===== config.mk =====
export PLATFORM = sky130hd
export DESIGN_NAME = branch_predictor
export DESIGN_NICKNAME = d
export VERILOG_FILES = /design/src/rtl/rv32i_types.sv /design/src/rtl/bp_ctr_table.sv /design/src/rtl/branch_predictor.sv
export SDC_FILE = /design/constraint.sdc
export NUM_CORES = 1
export LEC_CHECK = 0
export CAP_MARGIN = 30
export CORE_UTILIZATION = 55
export DETAILED_ROUTE_END_ITERATION = 6
export GPL_TIMING_DRIVEN = 0
export PLACE_DENSITY = 0.81
export SYNTH_ARGS = -nofsm -noshare
export SYNTH_HDL_FRONTEND = slang
export SYNTH_SLANG_ARGS = --single-unit

===== constraint.sdc =====
create_clock -name clk -period 6.55 [get_ports clk]
set_input_delay 0.9825 -clock clk [delete_from_list [all_inputs] [get_ports clk]]
set_output_delay 0.9825 -clock clk [all_outputs]
set_load 0.05 [all_outputs]

===== src/rtl/rv32i_types.sv =====
// rv32i_types: shared RV32I core types; bimodal predictor counter enum and saturating update.
package rv32i_types;
   localparam int BP_IDX_BITS_DEFAULT = 6;
   typedef enum logic [1:0] {SNT = 2'b00, WNT = 2'b01, WT = 2'b10, ST = 2'b11} bp_ctr_t;
   function automatic bp_ctr_t bp_ctr_next(bp_ctr_t c, logic taken);
      return taken ? (c == ST ? ST : bp_ctr_t'(c + 2'd1)) : (c == SNT ? SNT : bp_ctr_t'(c - 2'd1));
   endfunction
endpackage


===== src/rtl/bp_ctr_table.sv =====
// bp_ctr_table: 2-bit saturating counter array, async read, one trained write port, async reset.
module bp_ctr_table
   import rv32i_types::*;
#(
   parameter int IDX_BITS = BP_IDX_BITS_DEFAULT,
   parameter logic [1:0] INIT_CTR = 2'b01
) (
   input  logic                clk,
   input  logic                rst,
   input  logic [IDX_BITS-1:0] rd_idx,
   output bp_ctr_t             rd_ctr,
   input  logic                upd_en,
   input  logic [IDX_BITS-1:0] upd_idx,
   input  logic                upd_taken
);
   bp_ctr_t ctr [2**IDX_BITS];
   assign rd_ctr = ctr[rd_idx];
   always_ff @(posedge clk or posedge rst)
      if (rst)
         for (int i = 0; i < 2**IDX_BITS; i++) ctr[i] <= bp_ctr_t'(INIT_CTR);
      else if (upd_en)
         ctr[upd_idx] <= bp_ctr_next(ctr[upd_idx], upd_taken);
endmodule


===== src/rtl/branch_predictor.sv =====
// branch_predictor: bimodal direction predictor with registered mispredict flush/redirect.
// Define BP_PERF_CNT_EN to add perf_branches/perf_mispredicts counters.
module branch_predictor
   import rv32i_types::*;
#(
   parameter int IDX_BITS = BP_IDX_BITS_DEFAULT,
   parameter logic [1:0] INIT_CTR = 2'b01
) (
   input  logic        clk,
   input  logic        rst,
   input  logic [31:0] if_pc,
   output logic        if_pred_taken,
   input  logic        ex_valid,
   input  logic        ex_stall,
   input  logic        ex_is_branch,
   input  logic [31:0] ex_pc,
   input  logic        ex_br_en,
   input  logic        ex_pred_taken,
   input  logic [31:0] ex_target,
   output logic        flush,
   output logic [31:0] redirect_pc
`ifdef BP_PERF_CNT_EN
   ,
   output logic [31:0] perf_branches,
   output logic [31:0] perf_mispredicts
`endif
);
   logic    resolve, mispredict, unused_pc;
   bp_ctr_t rd_ctr;
   assign resolve       = ex_valid & ~ex_stall & ex_is_branch;
   assign mispredict    = resolve & (ex_br_en != ex_pred_taken);
   assign if_pred_taken = rd_ctr[1];
   assign unused_pc     = ^{if_pc[31:IDX_BITS+2], if_pc[1:0]};
   bp_ctr_table #(.IDX_BITS(IDX_BITS), .INIT_CTR(INIT_CTR)) u_table (
      .clk       (clk),
      .rst       (rst),
      .rd_idx    (if_pc[IDX_BITS+1:2]),
      .rd_ctr    (rd_ctr),
      .upd_en    (resolve),
      .upd_idx   (ex_pc[IDX_BITS+1:2]),
      .upd_taken (ex_br_en)
   );
   always_ff @(posedge clk or posedge rst)
      if (rst) begin
         flush       <= 1'b0;
         redirect_pc <= 32'h0;
      end else begin
         flush <= mispredict;
         if (mispredict) redirect_pc <= ex_br_en ? ex_target : ex_pc + 32'd4;
      end
`ifdef BP_PERF_CNT_EN
   always_ff @(posedge clk or posedge rst)
      if (rst) begin
         perf_branches    <= 32'h0;
         perf_mispredicts <= 32'h0;
      end else begin
         perf_branches    <= perf_branches + {31'h0, resolve};
         perf_mispredicts <= perf_mispredicts + {31'h0, mispredict};
      end
`endif
endmodule

==> results by group <==
Floorplan
  • Core box area: 15900 um^2
  • Ports: 137
  • Initial Utilization: 56.5%
  • Site Rows: 46
  • Total die area: 16800 um^2
  • Die H: 130 um
  • Die W: 130 um

Setup path
  • CP arrival: around 4.6 ns
  • Critical path's slowest cell: buf_1
  • Worst path top cell family by delay: buffers and inverters
  • Crit Path Class: primary input to primary output
  • CP Data Required Time: 5.57 ns
  • WP buf/inv: 3
  • Most used cell along the critical path: mux4_2
  • Setup crit end kind: primary output
  • Biggest cell delay along the critical path: between 0.7 and 0.8 ns
  • CP cell instances: clkbuf_1 > buf_1 > mux4_2 > mux4_2 > mux4_2 > clkdlybuf4s50_1
  • Critical Path Start Type: primary input
  • Critical path fanouts, max: 10

Timing
  • Setup TNS: 0 ns
  • RSZ-0062 raised after global routing: false
  • Setup ws final: about 0.96 ns
  • Fmax: ~0.18 GHz
  • Slew HR: 24.5%
  • Period utilization: 85.4%
  • Max-slew violations: 0
  • Final setup viols: 0
  • Post-route clock skew: ~0.0098 ns
  • Final min period: about 5.6 ns
  • Least-Margin Pin Slew: 1.13 ns
  • Hold Vio Cnt, Final: 0

Status
  • Status: complete, no violations

Global routing
  • GRT overflow: 0
  • Vias in the first global route: 7531
  • Total global-route track usage: 33.7%
  • Initial antenna violation count: 0
  • First-pass GRT wire length: 42.0 mm
  • Pin count of the biggest net entering global routing: between 90 and 100

Detailed routing
  • Avg WL per Cell: 21.6 um
  • Via count: 8089
  • DRT antenna net count: 0
  • Initial DRC count: 941
  • Wirelength, routed: 27.3 mm
  • Drt pass-1 iters: 7
  • DR vias/cell: 6.40
  • Residual DRC: 0

CTS
  • Clk Latency, worst-skew pair: 0.44 ns
  • PostCTS Resize Cnt: 0
  • # hold bufs at CTS: 0
  • Clock buffer depth: 2
  • CTS tree: done
  • CTS root buf: clkbuf_16
  • TritonCTS Buffers: 17
  • Post-CTS Setup Bufs: 0
  • H-tree depth: 4
  • TritonCTS Sinks: 161
  • Clock-pin slew on the worst setup and hold paths: 0.06 ns

Run
  • Max-cap violations: 0

Placed design
  • RePlAce Congestion: 0.976
  • Placed cell area: between 10000 and 15000 um^2
  • Placement Setup Slack: 0.963 ns
  • Port Buffers: 107
  • DP Wirelength: around 19 mm

Cells and area
  • Layout cells sized above 1: 18.1%
  • Post-route cell area: 11000 um^2
  • Layout Nets: 1138
  • Area grow syn2layout: 22.3%
  • Ant. Diodes: 0

Yosys
  • Mapped Nets: around 1000
  • Mapped Avg Cell Area: 9.93 um^2
  • FFs w/ async S/R, synth: 100%
  • Post-synth cell types: 49
  • Most used DFF post-synth: dfrtp_1
  • Syn Inst Count: 904
  • Number of synthesized flops with an enable pin: 0
  • Mapped Area: 8970 um^2
  • Syn. warnings: 0
  • Sequential area share after synthesis: 45.8%
  • FF+latch count, synth: 161

Power
  • Total power: 2.75 mW
  • VDD IR max: 0.000192 V
  • Pwr/cell area: around 250 nW/um^2
  • Lkg Pwr: approximately 4.2 nW

Worst hold path
  • Worst Hold Class: flop to flop
[where the power goes]
group	total (mW)	internal (mW)	switching, mW	leakage, nW
clock	1.01	0.577	0.434	0.296
combinational	0.609	0.215	0.394	1.96
sequential	1.13	1.09	0.0426	1.97
[stage by stage]
| stage | cells | util (%) | hold slack, ns |
|---|---|---|---|
| 2_1_floorplan | 904 | - | 0.448 |
| 3_3_place_gp | 1227 | 64.9 | 0.457 |
| 3_5_place_dp | 1230 | 65.3 | 0.462 |
| 4_1_cts | 1262 | 69.0 | 0.471 |
| 5_1_grt | 1263 | 69.1 | 0.481 |
| 6_report | 1263 | 69.1 | 0.470 |
[sequential cells by signal, indices dropped and copies added (netlist names)]
signal       count
flush            1
redirect_pc     32
u_table.ctr    128
[worst reg2reg max path, cell delays in order, from the launching register on]
cell,delay [ns]
dfstp_2,0.37
mux4_1,0.50
mux2_2,0.30
nand2_1,0.12
o211ai_1,0.15
or4_4,0.60
nor2_2,0.48
clkbuf_1,0.50
o31ai_1,0.17
[cell type report]
| cell class | instances | area (um^2) |
|---|---|---|
| fill | 1245 | 4910 |
| multi-input combinational | 673 | 4520 |
| sequential | 161 | 4110 |
| timing repair buffer | 111 | 1120 |
| clock buffer | 18 | 439 |
| buffer | 65 | 340 |
| tap | 216 | 270 |
| clock inverter | 14 | 150 |
| inverter | 5 | 23.8 |
[cell usage in the layout, fill, tap and decap left out, types with 18 or more instances in the layout]
| cell type | instances |
|---|---|
| a21oi_1 | 29 |
| buf_2 | 18 |
| clkbuf_1 | 31 |
| clkdlybuf4s50_1 | 107 |
| dfrtp_1 | 97 |
| dfstp_2 | 64 |
| mux2i_1 | 23 |
| mux4_2 | 35 |
| nand2_1 | 244 |
| nor2_1 | 30 |
| o21ai_0 | 42 |
| o31ai_1 | 128 |
[path summary, 6_finish.rpt]
| kind | cells after the start | startpoint | slack, ns | to |
|---|---|---|---|---|
| setup / recovery | 6 | if_pc[2] | 0.96 | if_pred_taken |
| hold / removal | 2 | u_table.ctr[54] | 0.47 | u_table.ctr[54] |
| setup reg to reg | 8 | u_table.ctr[92] | 3.22 | u_table.ctr[103] |
| hold reg to reg | 2 | u_table.ctr[54] | 0.47 | u_table.ctr[54] |
| max in group asynchronous | 3 | rst | 4.62 | u_table.ctr[124] |
| min in group asynchronous | 2 | rst | 1.01 | u_table.ctr[83] |
[metal layers]
layer | vias to the layer above | wire [um] | track usage [%] | part of all wire [%]
li1 | 3591 | - | - | -
met1 | 3889 | 10800 | 45.0 | 40
met2 | 509 | 12200 | 51.7 | 45
met3 | 100 | 3130 | 8.90 | 11
met4 | 0 | 1090 | 15.7 | 4.0
met5 | - | 0 | 0 | 0
[cell usage after synthesis, drive strengths merged (4+ instances only)]
master / number / share of area (%)
a211oi: 4 / 0.61
a21oi: 29 / 1.6
a221oi: 4 / 0.39
a22o: 4 / 0.39
and3: 5 / 0.35
buf: 34 / 2.5
clkbuf: 31 / 1.3
dfrtp: 97 / 27
dfstp: 64 / 19
inv: 5 / 0.21
mux2: 16 / 2.0
mux2i: 23 / 2.6
mux4: 36 / 9.1
nand2: 244 / 10
nand3: 14 / 0.78
nand4: 9 / 0.63
nor2: 31 / 1.3
nor3: 8 / 0.45
nor3b: 4 / 0.39
nor4: 4 / 0.28
o211ai: 4 / 0.33
o21ai: 42 / 2.3
o22ai: 4 / 0.28
o2bb2ai: 4 / 0.39
o31ai: 128 / 11
or3: 6 / 0.42
xnor2: 17 / 1.7
xor2: 7 / 0.68
[cell families (layout without fill, tap and decap cells)]
family | count (synthesis) | in the layout | synth area share, %
XOR/XNOR | 24 | 24 | 2.34
AND/OR/NAND/NOR | 339 | 339 | 16.0
adder cells (fa/ha/maj) | 1 | 1 | 0.139
flip-flops | 161 | 161 | 45.8
multiplexers | 75 | 75 | 13.6
AO/OA/AOI/OAI | 234 | 234 | 18.1
buffers and inverters | 70 | 213 | 4.00
Note: power is estimated with default switching activity, not from simulation.
